### src/rtl/mult_pkg.sv
// Shared types and constants for the shift-and-add multiplier.
package mult_pkg;

    localparam int MULT_W = 8;
    localparam int CNT_W  = 3;

    // Counter value on the final iteration.
    localparam logic [CNT_W-1:0] CNT_LAST = CNT_W'(MULT_W - 1);

    typedef enum logic [1:0] {
        IDLE = 2'd0,
        RUN  = 2'd1,
        DONE = 2'd2
    } mult_state_t;

endpackage

### src/rtl/carry_lookahead_adder_8.sv
// Combinational 8-bit carry lookahead adder.
module carry_lookahead_adder_8 (
    input  logic [7:0] in1,
    input  logic [7:0] in2,
    input  logic       cin,
    output logic [7:0] sum,
    output logic       cout
);

    logic [7:0] gen;
    logic [7:0] prop;
    logic [8:0] carry;
    logic       term;
    logic       prop_run;

    assign gen  = in1 & in2;
    assign prop = in1 ^ in2;

    // Each carry is a flat sum of generate terms gated by the propagate chain above them.
    always_comb begin
        // NOTE: every variable written here gets a default first so no latch is inferred.
        carry    = '0;
        term     = 1'b0;
        prop_run = 1'b0;
        carry[0] = cin;
        for (int i = 0; i < 8; i++) begin
            term     = gen[i];
            prop_run = prop[i];
            for (int j = 7; j >= 0; j--) begin
                if (j < i) begin
                    term     = term | (prop_run & gen[j]);
                    prop_run = prop_run & prop[j];
                end
            end
            carry[i+1] = term | (prop_run & cin);
        end
    end

    assign sum  = prop ^ carry[7:0];
    assign cout = carry[8];

endmodule

### src/rtl/shift_add_multiplier_8.sv
// Sequential unsigned 8x8 multiplier: one conditional add and right shift per clock.
module shift_add_multiplier_8
    import mult_pkg::*;
(
    input  logic        clk,
    input  logic        rst,
    input  logic        in_valid,
    output logic        in_ready,
    input  logic [7:0]  a,
    input  logic [7:0]  b,
    output logic        out_valid,
    input  logic        out_ready,
    output logic [15:0] product
);

    mult_state_t       state_q, state_d;
    logic [MULT_W-1:0] mcand_q, mcand_d;
    logic [MULT_W-1:0] acc_q,   acc_d;
    logic [MULT_W-1:0] q_q,     q_d;
    logic [CNT_W-1:0]  cnt_q,   cnt_d;

    logic [MULT_W-1:0] add_in2;
    logic [MULT_W-1:0] add_sum;
    logic              add_cout;

    // Add the multiplicand only when the current multiplier bit is set.
    assign add_in2 = q_q[0] ? mcand_q : '0;

    carry_lookahead_adder_8 u_adder (
        .in1  (acc_q),
        .in2  (add_in2),
        .cin  (1'b0),
        .sum  (add_sum),
        .cout (add_cout)
    );

    // Next-state and datapath update for the control FSM.
    always_comb begin
        state_d = state_q;
        mcand_d = mcand_q;
        acc_d   = acc_q;
        q_d     = q_q;
        cnt_d   = cnt_q;
        case (state_q)
            IDLE: begin
                if (in_valid) begin
                    mcand_d = a;
                    q_d     = b;
                    acc_d   = '0;
                    cnt_d   = '0;
                    state_d = RUN;
                end
            end
            RUN: begin
                // The adder carry lands in bit 15 after the shift, so no overflow is lost.
                {acc_d, q_d} = {add_cout, add_sum, q_q[MULT_W-1:1]};
                if (cnt_q == CNT_LAST) begin
                    state_d = DONE;
                end else begin
                    cnt_d = cnt_q + CNT_W'(1);
                end
            end
            DONE: begin
                if (out_ready) begin
                    state_d = IDLE;
                end
            end
            default: begin
                state_d = IDLE;
            end
        endcase
    end

    // State and datapath registers, cleared by the asynchronous reset.
    always_ff @(posedge clk or posedge rst) begin
        if (rst) begin
            state_q <= IDLE;
            mcand_q <= '0;
            acc_q   <= '0;
            q_q     <= '0;
            cnt_q   <= '0;
        end else begin
            // NOTE: non-blocking assignments so every flop samples the pre-edge values.
            state_q <= state_d;
            mcand_q <= mcand_d;
            acc_q   <= acc_d;
            q_q     <= q_d;
            cnt_q   <= cnt_d;
        end
    end

    assign in_ready  = (state_q == IDLE);
    assign out_valid = (state_q == DONE);
    assign product   = {acc_q, q_q};

endmodule

### config.mk
export PLATFORM = sky130hd
export DESIGN_NAME = shift_add_multiplier_8
export DESIGN_NICKNAME = d
export VERILOG_FILES = /design/src/rtl/mult_pkg.sv /design/src/rtl/carry_lookahead_adder_8.sv /design/src/rtl/shift_add_multiplier_8.sv
export SDC_FILE = /design/constraint.sdc
export NUM_CORES = 1
export LEC_CHECK = 0
export BUFFER_PORTS_ARGS = -buffer_cell sky130_fd_sc_hd__buf_2
export CORE_ASPECT_RATIO = 0.5
export CORE_MARGIN = 10
export CORE_UTILIZATION = 48
export DETAILED_ROUTE_END_ITERATION = 10
export PLACE_DENSITY = 0.87
export REMOVE_ABC_BUFFERS = 1
export SKIP_LAST_GASP = 1
export SYNTH_ARGS = -nofsm -noshare
export SYNTH_HDL_FRONTEND = slang
export SYNTH_HIERARCHICAL = 1
export SYNTH_SLANG_ARGS = --single-unit
### constraint.sdc
create_clock -name clk -period 2.1 [get_ports clk]
set_clock_uncertainty 0.05 [all_clocks]
set_input_delay 0.21 -clock clk [delete_from_list [all_inputs] [get_ports clk]]
set_output_delay 0.21 -clock clk [all_outputs]
set_load 0.02 [all_outputs]
# After elaboration in Yosys (flattened, before gate mapping)
# Index checks and enable logic that the tools add are counted.
# totals
inputBits,20
output_inout_bits,18
rom_bits,0
ram_bits,0
elab_cells,111
memories,0
register_bits,29
latchBits,0
# classes
reduce_logical,6
n_mux,12
add_sub_neg,1
eq_ne,7
n_div,0
n_mul,0
bitwise_logic,80
magnitude_cmp,0
shift,0
# op_table
cell,count
$and 1x1->1,49
$pmux 8 s2,2
$or 1x1->1,28
$mux 8,3
$xor 8x8->8,2
$and 8x8->8,1
$mux 2,3
$mux 3,2
$ne 2x2->1 const B,3
$pmux 2 s3,1
$pmux 3 s2,1
$reduce_and 3->1,2
$reduce_and 2->1,2
$add 3x1->3 const B,1
$eq 3x3->1 const B,1
$eq 2x1->1 const B,1
$eq 2x2->1 const B,1
$logic_not 2->1,1
$ne 2x1->1 const B,1
$reduce_bool 2->1,1

# Longest topological paths before layout
# Gate-level depths: netlist (run 1).
# depth
depth_word,11
depth_mapped,7
depth_no_buf,7

# Hierarchy
# The synthesis (run 1) kept the hierarchy.
# modules_own_cells
mod,seq_area_each_um2,cells_each,area_per_inst_um2,instances
shift_add_multiplier_8,725.7,113,1345.0,1
carry_lookahead_adder_8,0.0,41,332.8,1

# Least setup slack after synthesis (run 1)
# Ideal clock, no wire load.
# synth_timing
kind,register -> register
startpoint,register q_q[0]
endpoint,register acc_q[7]
arrival_time_ps,1979
required_time_ps,1929
setup_ps,121
path_slack_ps,-50
path_stages_with_launch,8
path_buffers,0
path_cell_list,dfrtp_1 > and2_1 > ha_1 > nand3_1 > o2111ai_2 > a221o_1 > a21o_1 > a22o_1
# synth_between
word_cells_on_any_way,24
# synth_lines
element,line,source
from (decl),shift_add_multiplier_8.sv:19,"logic [MULT_W-1:0] q_q, q_d;"
from (signal assigned),shift_add_multiplier_8.sv:87,q_q <= q_d;
$mux 8 *,shift_add_multiplier_8.sv:27,assign add_in2 = q_q[0] ? mcand_q : '0;
named net add_in2[3],shift_add_multiplier_8.sv:22,logic [MULT_W-1:0] add_in2;
$and 8x8->8 / $xor 8x8->8 (equally long branches),"carry_lookahead_adder_8.sv:16, carry_lookahead_adder_8.sv:17",
"$and 1x1->1, on equally long branches","carry_lookahead_adder_8.sv:31, carry_lookahead_adder_8.sv:32",
$or 1x1->1 (tied with other cells) (2 in a row),carry_lookahead_adder_8.sv:31,term = term | (prop_run & gen[j]);
$or 1x1->1 / $and 1x1->1 (equally long branches),carry_lookahead_adder_8.sv:31,
$or 1x1->1 *,carry_lookahead_adder_8.sv:31,
named net add_cout,shift_add_multiplier_8.sv:24,logic add_cout;
$pmux 8 s2 *,shift_add_multiplier_8.sv:44,case (state_q)
to (signal assigned),shift_add_multiplier_8.sv:79,acc_q <= '0;
to (signal assigned),shift_add_multiplier_8.sv:86,acc_q <= acc_d;
to (decl),shift_add_multiplier_8.sv:18,"logic [MULT_W-1:0] acc_q, acc_d;"
# Mark *: on every way through the listed nets, which the timed path passes. The rest lies on a longest branch.
# A chain may end at the register's enable or synchronous reset.

# Final worst setup path (run 1)
# layout_timing
startpoint,register q_q[0]
endpoint,register acc_q[7]
# layout_between
word_cells_on_any_way,24
# layout_lines
element,line,source
$mux 8,shift_add_multiplier_8.sv:27,
named net add_in2[0],shift_add_multiplier_8.sv:22,
$and 8x8->8,carry_lookahead_adder_8.sv:16,assign gen = in1 & in2;
$and 1x1->1,carry_lookahead_adder_8.sv:31,
$or 1x1->1,carry_lookahead_adder_8.sv:31,
named net add_cout,shift_add_multiplier_8.sv:24,
$pmux 8 s2,shift_add_multiplier_8.sv:44,
# The timed path passes the listed nets, and every way through them passes these cells.

==> metrics.md, run 1 <==
| Metric | Value |
|---|---|
| Crit path time final | `2.021 ns` |
| GPL Wtd Cong | `0.7985` |
| Worst path cell trace | `and2_1 > ha_2 > a21oi_2 > o2111ai_2 > a221o_1 > a21o_1 > a22o_1` |
| Data required, critical path | `2.23 ns` |
| RSZ-0062 raised after global routing | `no` |
| Final period util | `96.25%` |
| Family with the most delay on the worst path | `compound AO/OA/AOI/OAI gates` |
| Fmax | `0.4947 GHz` |
| Share of cells above drive strength 1 | `40.10%` |
| Clock Power Share | `13.3%` |
| Hold Path Stages | `2` |
| Post-synth EDFFs | `0` |
| Sum of buffers and inverters on the critical path | `0` |
| Routed wire length | `4299 um` |
| Worst slew pin tran | `1.076 ns` |
| Maximum resistive drop on vdd | `0.0006148 V` |
| Post-DRT Antenna Nets | `0` |
| Commonest non-fill, non-tap cells in the layout | `buf_2 (37), dfrtp_1 (28), a22o_1 (14)` |
| IO buf count | `37` |
| Sequential area share after synthesis | `43.25%` |
| Cells after synthesis | `154` |
| Worst reg2reg path startpoint | `q_q[0]` |
| Relative slew slack | `28.11%` |
| Cts bufs inserted | `5` |
| Grt total ovfl | `0` |
| Count of pins over their slew limit | `0` |
| Latest clock arrival within the worst-skew pair | `0.29 ns` |
| First-pass DRT Iterations | `4` |
| DR iter-0 viols | `75` |
| CP endpoint kind | `register` |
| Synth Warn # | `6` |
| Worst path depth | `7` |
| Root buffer cell | `clkbuf_8` |
| Cell Area, Synth | `1678 sq um` |
| Post-synth cell types | `38` |
| # rows | `15` |
| Total power | `3.909 mW` |
| Die height | `61.81 um` |
| Post-synth ARST share | `100.0%` |
| Die width | `103.6 um` |
| Most common cell after layout, fill and taps aside | `buf_2` |
| Mean Syn Cell Area | `10.90 sq um` |
| Worst-path clk slew | `0.07 ns` |
| DIE AREA | `6404 sq um` |
| Register bit total from synthesis | `29` |
| Hold Path Class | `input port to register` |
| Crit Path Class | `register to register` |
| CTS tree | `yes` |
| Max incr delay on CP | `0.44 ns` |
| DR DRC count | `0` |
| Gr usage total | `13.21%` |
| N_diodes | `0` |
| Internal Power | `2.298 mW` |
| Via Count | `1369` |
| Hold Startpoint | `a[4]` |
| Highest-delay cell along the critical path | `dfrtp_2` |
| Worst-case clock buffer depth | `2` |
| Largest net degree at the start of global routing | `30` |
| R2R depth | `7` |
| Via density | `5.411` |
| Final hold vios | `0` |
| Pwr/cell area | `1804 nW/um^2` |
| Sw Ratio | `41.20%` |
| Initial Util | `49.39%` |
| Outcome | `finished clean` |
| Final Setup Violations | `0` |
| Final Util | `63.79%` |
| Crit path max fanout | `6` |
| IO Pins | `38` |
| Core area | `3397 sq um` |
| Placed wire-length estimate | `2989 um` |
| Number of global-route vias before repair | `1420` |
| H-tree levels | `2` |
| Startpoint Class | `register` |
| Predominant post-synthesis flop cell | `dfrtp_1` |
| Nets | `233` |
| First-pass GRT wire length | `6630 um` |
| Leak Pwr | `1.043 nW` |
| Clk sinks | `29` |
| Sequential Power Share | `28.5%` |
| # fillers | `268` |
| DP Worst Slack | `-0.08558 ns` |
| Initial antenna violation count | `0` |
| Max Cap Viol | `0` |
| Critical path arrival | `2.15 ns` |
| Drt wl/cell | `16.99 um` |
| Layout area overhead | `29.16%` |
| Combinational Power Share | `58.2%` |
| Critical Path Source | `q_q[0]` |
| Net switching power | `1.610 mW` |
| Setup ws final | `0.07872 ns` |
==> worst register-to-register path: cells and delay by family (launching register included) <==
| family | cells | cell delay, ns |
|---|---|---|
| simple gates | 1 | 0.19 |
| flops | 1 | 0.44 |
| fa+ha+maj | 1 | 0.18 |
| compound gates | 5 | 1.07 |
==> per-stage QoR <==
step                      hold WS, ns   TNS, ns  cells  area [sq um]
after floorplan                0.2381  -0.07014    148          1639
after global routing          0.09157         0    253          2167
final                         0.09663         0    253          2167
after CTS                     0.08698         0    253          2100
after detailed placement       0.2497   -0.1662    242          1933
after global placement         0.2433         0    242          1933
==> synthesized netlist by cell type, drive strengths merged (3+ instances only) <==
cell type	instances	area (sq um)
nor4bb	3	30.03
xnor2	4	35.03
o22a	3	26.28
dfrtp	29	725.7
nor2b	4	25.02
a21oi	9	48.80
a22oi	3	22.52
nand2	4	15.01
ha	11	137.6
buf	6	38.79
nor3b	5	48.80
mux2	9	101.4
a22o	14	122.6
nor2	9	33.78
inv	12	45.04
and2	8	50.05
==> worst paths after layout <==
| kind | end | slack [ns] |
|---|---|---|
| max in group asynchronous | q_q[0] | 1.21 |
| setup reg to reg | acc_q[7] | 0.08 |
| hold / removal | mcand_q[4] | 0.1 |
| setup / recovery | acc_q[7] | 0.08 |
| hold reg to reg | mcand_q[1] | 0.45 |
| min in group asynchronous | mcand_q[4] | 0.50 |
==> metal layers <==
metal | track usage [%] | share of wire (%) | routed length, um
met1 | 13.76 | 42 | 1805
met2 | 24.28 | 51 | 2212
met3 | 4.733 | 4.9 | 212
met4 | 6.574 | 1.6 | 68
met5 | 0 | 0 | 0
==> repair_timing <==
action,in CTS,in global routing
endpoints found under the hold margin,29,0
setup endpoints to repair,3,3
pin swaps,0,2
setup buffers,2,0
gates resized for setup,6,13
hold buffers,1,0
==> registers in the layout (all words and copies together) (netlist names) <==
register and flops:
cnt_q 3, mcand_q 8, q_q 8, acc_q 8, state_q 2
==> power by group through the flow <==
| stage | sequential [mW] | combinational, mW | clock, mW |
|---|---|---|---|
| 6_report | 1.12 | 2.27 | 0.519 |
| 5_1_grt | 1.15 | 2.46 | 0.559 |
| 4_1_cts | 1.08 | 2.11 | 0.531 |
| 3_5_place_dp | 1.09 | 1.98 | 0 |
| 3_3_place_gp | 1.07 | 1.87 | 0 |
| 2_1_floorplan | 1.23 | 1.25 | 0 |
==> area by class of cell <==
| cell class | instances | area (sq um) | share of cell area, % |
|---|---|---|---|
| multi-input combinational | 107 | 970.9 | 44.80 |
| sequential | 29 | 726.9 | 33.55 |
| timing repair buffer | 46 | 259.0 | 11.95 |
| clock buffer | 7 | 96.34 | 4.446 |
| tap | 51 | 63.81 | 2.945 |
| inverter | 12 | 45.04 | 2.079 |
| clock inverter | 1 | 5.005 | 0.2309 |
==> logic make-up (layout without fill, tap and decap cells) <==
kind of cell / after synthesis / count (layout) / share of synthesized area (%)
simple gates: 39 / 39 / 14.24
xor+xnor: 6 / 6 / 3.132
other cells: 1 / 2 / 0.2235
flops: 29 / 29 / 43.25
buf+inv: 19 / 66 / 5.220
mux: 10 / 10 / 6.637
compound gates: 38 / 38 / 17.90
fa+ha+maj: 12 / 12 / 9.396
Power figures use the tool's default switching activity.
==> inputs of run 2 (changes only) <==
--- a/config.mk
+++ b/config.mk
@@ -5,10 +5,11 @@
 export SDC_FILE = /design/constraint.sdc
 export NUM_CORES = 1
 export LEC_CHECK = 0
-export BUFFER_PORTS_ARGS = -buffer_cell sky130_fd_sc_hd__buf_2
+export ABC_AREA = 1
+export BUFFER_PORTS_ARGS = -buffer_cell sky130_fd_sc_hd__buf_4
 export CORE_ASPECT_RATIO = 0.5
 export CORE_MARGIN = 10
-export CORE_UTILIZATION = 48
+export CORE_UTILIZATION = 49
 export DETAILED_ROUTE_END_ITERATION = 10
 export PLACE_DENSITY = 0.87
 export REMOVE_ABC_BUFFERS = 1
==> run 2 against run 1 <==
  * Non-clock buffer count down 3
  * Die area up 5.6%
  * Core utilization up 0.46 points
  * Synthesized cell count up 62%
  * Synthesized area up 9.8%
  * Sequential power down 5%
  * Final area up 4.6%
  * Sequential share of layout area down 1.5 points
  * Routed wire length up 6.5%
  * Hold slack better by 0.020 ns
==> metrics.md, run 2 <==
| Metric | Value |
|---|---|
| Final Setup Violations | `0 (unchanged)` |
| Hold Path Class | `input port to register (unchanged)` |
| Crit path max fanout | `10 (was 6)` |
| GPL Wtd Cong | `0.8023 (was 0.7985)` |
| Hold Path Stages | `3 (was 2)` |
| Largest family of logic cells by synthesized area | `simple AND/OR/NAND/NOR gates (was compound AO/OA/AOI/OAI gates)` |
| Leak Pwr | `1.336 nW (was 1.043 nW)` |
| Drt wl/cell | `13.27 um (was 16.99 um)` |
| Sw Ratio | `45.94% (was 41.20%)` |
| DR iter-0 viols | `88 (was 75)` |
| Register bit total from synthesis | `29 (unchanged)` |
| Startpoint Class | `register (unchanged)` |
| Worst-path clk slew | `0.06 ns (was 0.07 ns)` |
| Clk sinks | `29 (unchanged)` |
| Synth Area in XOR/XNOR | `1.902% (was 3.132%)` |
| Cells after synthesis | `249 (was 154)` |
| Max Cap Viol | `0 (unchanged)` |
| Number of global-route vias before repair | `1730 (was 1420)` |
| Synth cell count leaders | `nand2_1 (105), nand3_1 (32), dfrtp_1 (29) (was dfrtp_1 (29), a22o_1 (14), inv_1 (12))` |
| Worst-case clock buffer depth | `2 (unchanged)` |
| IO Pins | `38 (unchanged)` |
| IO buf count | `37 (unchanged)` |
| Post-DRT Antenna Nets | `0 (unchanged)` |
| Worst path cell trace | `nand2_1 > inv_1 > ha_1 > nand2_2 > nor2_2 > nand3_2 > nand2_2 > nand2_2 > nand2_2 > nand2_1 > nand2_1 > nand3_1 > nand2_1 (was and2_1 > ha_2 > a21oi_2 > o2111ai_2 > a221o_1 > a21o_1 > a22o_1)` |
| H-tree levels | `2 (unchanged)` |
| Routed wire length | `4579 um (was 4299 um)` |
| Relative slew slack | `46.42% (was 28.11%)` |
| First-pass GRT wire length | `7665 um (was 6630 um)` |
| Count of pins over their slew limit | `0 (unchanged)` |
| Sequential area share after synthesis | `39.40% (was 43.25%)` |
| Most common cell after layout, fill and taps aside | `nand2_1 (was buf_2)` |
| CTS tree | `yes (unchanged)` |
| Clock Power Share | `14.2% (was 13.3%)` |
| Family with the most delay on the worst path | `simple AND/OR/NAND/NOR gates (was compound AO/OA/AOI/OAI gates)` |
| Gr usage total | `13.62% (was 13.21%)` |
| Latest clock arrival within the worst-skew pair | `0.28 ns (was 0.29 ns)` |
| Critical path arrival | `2.12 ns (was 2.15 ns)` |
| Data required, critical path | `2.26 ns (was 2.23 ns)` |
| Die width | `106.7 um (was 103.6 um)` |
| R2r setup slk | `0.14 ns (was 0.08 ns)` |
| Mean Syn Cell Area | `7.397 sq um (was 10.90 sq um)` |
| Net switching power | `1.503 mW (was 1.610 mW)` |
| Max incr delay on CP | `0.46 ns (was 0.44 ns)` |
| Worst reg2reg path startpoint | `q_q[0] (unchanged)` |
| Total power | `3.272 mW (was 3.909 mW)` |
| Initial antenna violation count | `0 (unchanged)` |
| Post-synth EDFFs | `0 (unchanged)` |
| Worst slew pin tran | `0.8037 ns (was 1.076 ns)` |
| Top post-synthesis cells by area | `dfrtp_1 (39%), nand2_1 (21%), nand3_1 (8.7%), ha_1 (7.5%), inv_1 (5.3%) (was dfrtp_1 (43%), ha_1 (8.2%), a22o_1 (7.3%), mux2_2 (6.0%), and2_1 (3.0%))` |
| Initial Util | `52.20% (was 49.39%)` |
| Final Cell Area | `2267 sq um (was 2167 sq um)` |
| Combinational Power Share | `53.5% (was 58.2%)` |
| Post-synth ARST share | `100.0% (unchanged)` |
| Sum of buffers and inverters on the critical path | `1 (was 0)` |
| Grt total ovfl | `0 (unchanged)` |
| Final period util | `93.12% (was 96.25%)` |
| N_diodes | `0 (unchanged)` |
| Predominant post-synthesis flop cell | `dfrtp_1 (unchanged)` |
| Die height | `63.35 um (was 61.81 um)` |
| Cts bufs inserted | `5 (unchanged)` |
| # rows | `15 (unchanged)` |
| Setup tns final | `0 ns (unchanged)` |
| First-pass DRT Iterations | `4 (unchanged)` |
| Cell Area, Synth | `1842 sq um (was 1678 sq um)` |
| Maximum resistive drop on vdd | `0.0006304 V (was 0.0006148 V)` |
| R2R depth | `13 (was 7)` |
| Most frequent cell after synthesis | `nand2_1 (was dfrtp_1)` |
| Layout area overhead | `23.10% (was 29.16%)` |
| Multiplexer area fraction after synthesis | `0% (was 6.637%)` |
| Nets | `326 (was 233)` |
| Highest-delay cell along the critical path | `dfrtp_2 (unchanged)` |
| Root buffer cell | `clkbuf_8 (unchanged)` |
| Synth Area in Compound Gates | `2.242% (was 17.90%)` |
| Crit path time final | `1.956 ns (was 2.021 ns)` |
| DR DRC count | `0 (unchanged)` |
| RSZ-0062 raised after global routing | `no (unchanged)` |
| Fmax | `0.5114 GHz (was 0.4947 GHz)` |
| Sequential Power Share | `32.3% (was 28.5%)` |
| Largest net degree at the start of global routing | `30 (unchanged)` |
| Hold Startpoint | `a[4] (unchanged)` |
| Synth area leader | `dfrtp_1 (unchanged)` |
| Post-synth cell types | `26 (was 38)` |
| Reg-to-reg critical path endpoint | `acc_q[6] (was acc_q[7])` |
| Via Count | `1757 (was 1369)` |
| Post-synthesis simple-gate area fraction | `38.18% (was 14.24%)` |
| Pwr/cell area | `1443 nW/um^2 (was 1804 nW/um^2)` |
| Yosys top cell area share | `39.40% (was 43.25%)` |
| Crit Path Class | `register to register (unchanged)` |
| Via density | `5.093 (was 5.411)` |
| Core area | `3528 sq um (was 3397 sq um)` |
| CP endpoint kind | `register (unchanged)` |
| DIE AREA | `6760 sq um (was 6404 sq um)` |
| Outcome | `finished clean (unchanged)` |
| Placed wire-length estimate | `3395 um (was 2989 um)` |
| Final Util | `64.26% (was 63.79%)` |
| Post-CTS Repair Setup Buffers | `0 (was 2)` |
| Synth Warn # | `6 (unchanged)` |
| WHS Endpoint | `mcand_q[4] (unchanged)` |
| Largest regs | `acc_q: 8 flops, mcand_q: 8 flops, q_q: 8 flops (unchanged)` |
| Post-Synth Adder-Cell Area | `8.560% (was 9.396%)` |
| Post-Place Cell Area | `2170 sq um (was 1933 sq um)` |
| Internal Power | `1.769 mW (was 2.298 mW)` |
| Share of cells above drive strength 1 | `22.11% (was 40.10%)` |
| Final hold vios | `0 (unchanged)` |
| Commonest non-fill, non-tap cells in the layout | `nand2_1 (105), buf_4 (42), nand3_1 (32) (was buf_2 (37), dfrtp_1 (28), a22o_1 (14))` |
-- run 2: what timing repair did --
item / 4_1_cts / 5_1_grt
setup endpoints to repair: 0 / 1
hold buffers: 1 / 0
resized for setup: 0 / 1
hold endpoints to repair: 29 / 0
-- run 2: metal layers --
metal,global-route usage (%),wire [um],up-vias
li1,-,-,856
met3,3.854,318,6
met2,25.15,2399,59
met5,0,0,-
met4,5.537,68,0
met1,14.23,1792,836
-- run 2: how the worst max path moves through the flow --
stage	from	endpoint	slack [ns]	cells after the start
2_1_floorplan	q_q[0]	acc_q[7]	0.32	13
3_3_place_gp	q_q[0]	acc_q[7]	0.33	13
3_5_place_dp	q_q[0]	acc_q[7]	0.22	13
4_1_cts	q_q[0]	acc_q[6]	0.12	13
5_1_grt	q_q[0]	acc_q[6]	0.02	13
6_report	q_q[0]	acc_q[6]	0.14	13
-- run 2: final cells by class --
cell class / instances / area [sq um]
clock buffers: 7 / 86.33
fillers: 310 / 1261
inverters: 30 / 112.6
multi-input cells: 185 / 952.2
flip-flops and latches: 29 / 726.9
well taps: 51 / 63.81
repair buffers: 43 / 325.3
-- run 2: metrics by stage --
stage	std cells	setup WS, ns	hold slack, ns
2_1_floorplan	244	0.3175	0.2381
3_3_place_gp	337	0.3303	0.2627
3_5_place_dp	337	0.2229	0.2657
4_1_cts	345	0.1247	0.1154
5_1_grt	345	0.01971	0.1225
6_report	345	0.1444	0.1168
-- run 2: cells by family after synthesis --
group / Yosys count
other: 1
AOI/OAI and AO/OA: 6
DFF: 29
and+or+nand+nor: 159
xor gates and xnor gates: 4
buffers and inverters: 38
adders and majority gates: 12
-- run 2: power by group through the flow --
| stage | clock network (mW) | registers (mW) | logic [mW] |
|---|---|---|---|
| finish | 0.466 | 1.06 | 1.75 |
| global route | 0.501 | 1.10 | 1.96 |
| CTS | 0.472 | 1.05 | 1.76 |
| detailed placement | 0 | 1.06 | 1.73 |
| global placement | 0 | 1.05 | 1.65 |
| floorplan | 0 | 1.17 | 1.03 |
-- run 2: worst register-to-register path, stage by stage (launching register included) --
cell and delay (ns):
dfrtp_2 0.46, nand2_1 0.08, inv_1 0.04, ha_1 0.38, nand2_2 0.10, nor2_2 0.10, nand3_2 0.11, nand2_2 0.10
nand2_2 0.07, nand2_2 0.06, nand2_1 0.05, nand2_1 0.07, nand3_1 0.11, nand2_1 0.12
==> inputs of run 3 (changes only) <==
--- a/config.mk
+++ b/config.mk
@@ -5,11 +5,10 @@
 export SDC_FILE = /design/constraint.sdc
 export NUM_CORES = 1
 export LEC_CHECK = 0
-export ABC_AREA = 1
 export BUFFER_PORTS_ARGS = -buffer_cell sky130_fd_sc_hd__buf_4
 export CORE_ASPECT_RATIO = 0.5
-export CORE_MARGIN = 10
-export CORE_UTILIZATION = 49
+export CORE_MARGIN = 4
+export CORE_UTILIZATION = 48
 export DETAILED_ROUTE_END_ITERATION = 10
 export PLACE_DENSITY = 0.87
 export REMOVE_ABC_BUFFERS = 1
==> run 3 against run 2 <==
  * Count of clock-buffer cells in the layout down 1
  * Critical path type unchanged
  * Power up 22%
  * Global-route usage up 6.2 points
==> metrics.md, run 3 (synthesis gave the netlist of run 1 again) <==
| Metric | Value |
|---|---|
| Root buffer cell | `clkbuf_8 (unchanged)` |
| Data required, critical path | `2.23 ns (was 2.26 ns)` |
| Maximum resistive drop on vdd | `0.0006643 V (was 0.0006304 V)` |
| Share of cells above drive strength 1 | `40.20% (was 22.11%)` |
| Worst-case clock buffer depth | `2 (unchanged)` |
| Worst-path clk slew | `0.07 ns (was 0.06 ns)` |
| Layout area overhead | `33.71% (was 23.10%)` |
| Cts bufs inserted | `5 (unchanged)` |
| Final Setup Violations | `0 (unchanged)` |
| DP Worst Slack | `-0.07736 ns (was 0.2229 ns)` |
| Highest-delay cell along the critical path | `dfrtp_2 (unchanged)` |
| Crit Path Class | `register to register (unchanged)` |
| Drt wl/cell | `17.62 um (was 13.27 um)` |
| Post-DRT Antenna Nets | `0 (unchanged)` |
| Die width | `91.61 um (was 106.7 um)` |
| DR DRC count | `0 (unchanged)` |
| WHS Endpoint | `mcand_q[2] (was mcand_q[4])` |
| Hold Path Class | `input port to register (unchanged)` |
| Via density | `5.611 (was 5.093)` |
| Fmax | `0.4845 GHz (was 0.5114 GHz)` |
| Via Count | `1414 (was 1757)` |
| Final Cell Area | `2243 sq um (was 2267 sq um)` |
| Number of global-route vias before repair | `1448 (was 1730)` |
| FF+latch area | `726.9 sq um (unchanged)` |
| Count of pins over their slew limit | `0 (unchanged)` |
| DIE AREA | `4563 sq um (was 6760 sq um)` |
| Setup tns final | `0 ns (unchanged)` |
| Grt total ovfl | `0 (unchanged)` |
| Largest regs | `acc_q: 8 flops, mcand_q: 8 flops, q_q: 8 flops (unchanged)` |
| Largest net degree at the start of global routing | `30 (unchanged)` |
| IO Pins | `38 (unchanged)` |
| Leak Pwr | `1.070 nW (was 1.336 nW)` |
| R2R depth | `7 (was 13)` |
| Commonest non-fill, non-tap cells in the layout | `buf_4 (47), dfrtp_1 (28), a22o_1 (14) (was nand2_1 (105), buf_4 (42), nand3_1 (32))` |
| Worst slew pin tran | `0.6254 ns (was 0.8037 ns)` |
| R2r setup slk | `0.04 ns (was 0.14 ns)` |
| CP endpoint kind | `register (unchanged)` |
| First-pass DRT Iterations | `4 (unchanged)` |
| N_diodes | `0 (unchanged)` |
| Clk sinks | `29 (unchanged)` |
| Latest clock arrival within the worst-skew pair | `0.29 ns (was 0.28 ns)` |
| Nets | `235 (was 326)` |
| Placed wire-length estimate | `2862 um (was 3395 um)` |
| Max Cap Viol | `0 (unchanged)` |
| Pwr/cell area | `1782 nW/um^2 (was 1443 nW/um^2)` |
| Max incr delay on CP | `0.44 ns (was 0.46 ns)` |
| IO buf count | `37 (unchanged)` |
| Final hold vios | `0 (unchanged)` |
| Most common cell after layout, fill and taps aside | `buf_4 (was nand2_1)` |
| Reg-to-reg critical path endpoint | `acc_q[7] (was acc_q[6])` |
| Crit path time final | `2.064 ns (was 1.956 ns)` |
| Setup ws final | `0.03591 ns (was 0.1444 ns)` |
| Die height | `49.81 um (was 63.35 um)` |
| Critical path arrival | `2.20 ns (was 2.12 ns)` |
| # fillers | `209 (was 310)` |
| GPL Wtd Cong | `0.8526 (was 0.8023)` |
| Outcome | `finished clean (unchanged)` |
| Worst reg2reg path startpoint | `q_q[0] (unchanged)` |
| Multi-input gate area | `965.9 sq um (was 952.2 sq um)` |
| DP Cell Count | `240 (was 337)` |
| Core area | `3171 sq um (was 3528 sq um)` |
| CTS tree | `yes (unchanged)` |
| Hold Path Stages | `2 (was 3)` |
| Gr usage total | `19.85% (was 13.62%)` |
| RSZ-0062 raised after global routing | `yes (was no)` |
| Most used cell, CP | `a21o_1` |
| Relative slew slack | `58.11% (was 46.42%)` |
| H-tree levels | `2 (unchanged)` |
| Hold Startpoint | `a[2] (was a[4])` |
| Worst path cell trace | `buf_4 > and2_4 > ha_4 > a21o_1 > a221o_1 > a21o_1 > a22o_1 (was nand2_1 > inv_1 > ha_1 > nand2_2 > nor2_2 > nand3_2 > nand2_2 > nand2_2 > nand2_2 > nand2_1 > nand2_1 > nand3_1 > nand2_1)` |
| Post-Place Cell Area | `2029 sq um (was 2170 sq um)` |
| Initial Util | `52.92% (was 52.20%)` |
| Initial antenna violation count | `0 (unchanged)` |
| Final period util | `98.29% (was 93.12%)` |
| Post-route insts no fill | `252 (was 345)` |
| Crit path max fanout | `6 (was 10)` |
| First-pass GRT wire length | `6906 um (was 7665 um)` |
| Final Util | `70.76% (was 64.26%)` |
| Startpoint Class | `register (unchanged)` |
| DR iter-0 viols | `77 (was 88)` |
| Routed wire length | `4441 um (was 4579 um)` |
| # rows | `14 (was 15)` |
run 3: changes by cell type in the layout (fill, tap and decap cells not counted), moves of 4 or more:
cell / before / now
inv_1: 26 / 12
and2_1: 0 / 5
nor3b_1: 0 / 4
ha_4: 0 / 6
buf_4: 42 / 47
nand2_1: 105 / 3
a22o_1: 0 / 14
nand2_2: 7 / 1
ha_1: 11 / 5
a21oi_1: 3 / 8
mux2_2: 0 / 9
nand3_1: 32 / 0
run 3: where the power goes:
group	internal, mW	switching [mW]
clock	0.229	0.225
sequential	0.847	0.283
combinational	1.28	1.14
run 3: stage by stage:
| stage | power, mW | hold slack [ns] |
|---|---|---|
| finish | 3.997 | 0.09553 |
| global route | 4.284 | 0.09964 |
| CTS | 3.786 | 0.08581 |
| detailed placement | 3.189 | 0.2710 |
| global placement | 3.055 | 0.2527 |
| floorplan | 2.482 | 0.2381 |
run 3: worst max path at each step:
stage / start / to / slack, ns
after floorplan: q_q[0] / acc_q[7] / -0.05
after global placement: q_q[0] / acc_q[7] / 0.03
after detailed placement: q_q[0] / acc_q[7] / -0.08
after CTS: q_q[0] / acc_q[7] / 0.006
after global routing: q_q[0] / acc_q[7] / -0.004
final: q_q[0] / acc_q[7] / 0.04
run 3: cell type report:
class / count / area share [%]
clock inverters: 2 / 0.4462
well taps: 48 / 2.677
clock buffers: 6 / 3.235
multi-input cells: 107 / 43.06
inverters: 12 / 2.008
flip-flops and latches: 29 / 32.40
repair buffers: 48 / 16.17
run 3: metal layers:
metal	vias up	routed length [um]	track usage (%)
li1	648	-	-
met1	695	1786	22.87
met4	0	152	11.25
met3	16	230	4.863
met2	55	2272	34.10
met5	-	0	0
run 3: repair_timing:
item / 4_1_cts / 5_1_grt
endpoints found under the hold margin: 29 / 0
pin swaps: 1 / 2
endpoints found under the setup margin: 2 / 4
gates resized for setup: 5 / 13
setup buffers: 3 / 0
hold buffers: 1 / 0
run 3: critical path, delay by kind of cell, from the launching register on:
kind                     cells  cell delay [ns]
AO/OA/AOI/OAI                4             0.93
flip-flops                   1             0.44
AND/OR/NAND/NOR              1             0.14
buffers and inverters        1             0.16
adder cells (fa/ha/maj)      1             0.23
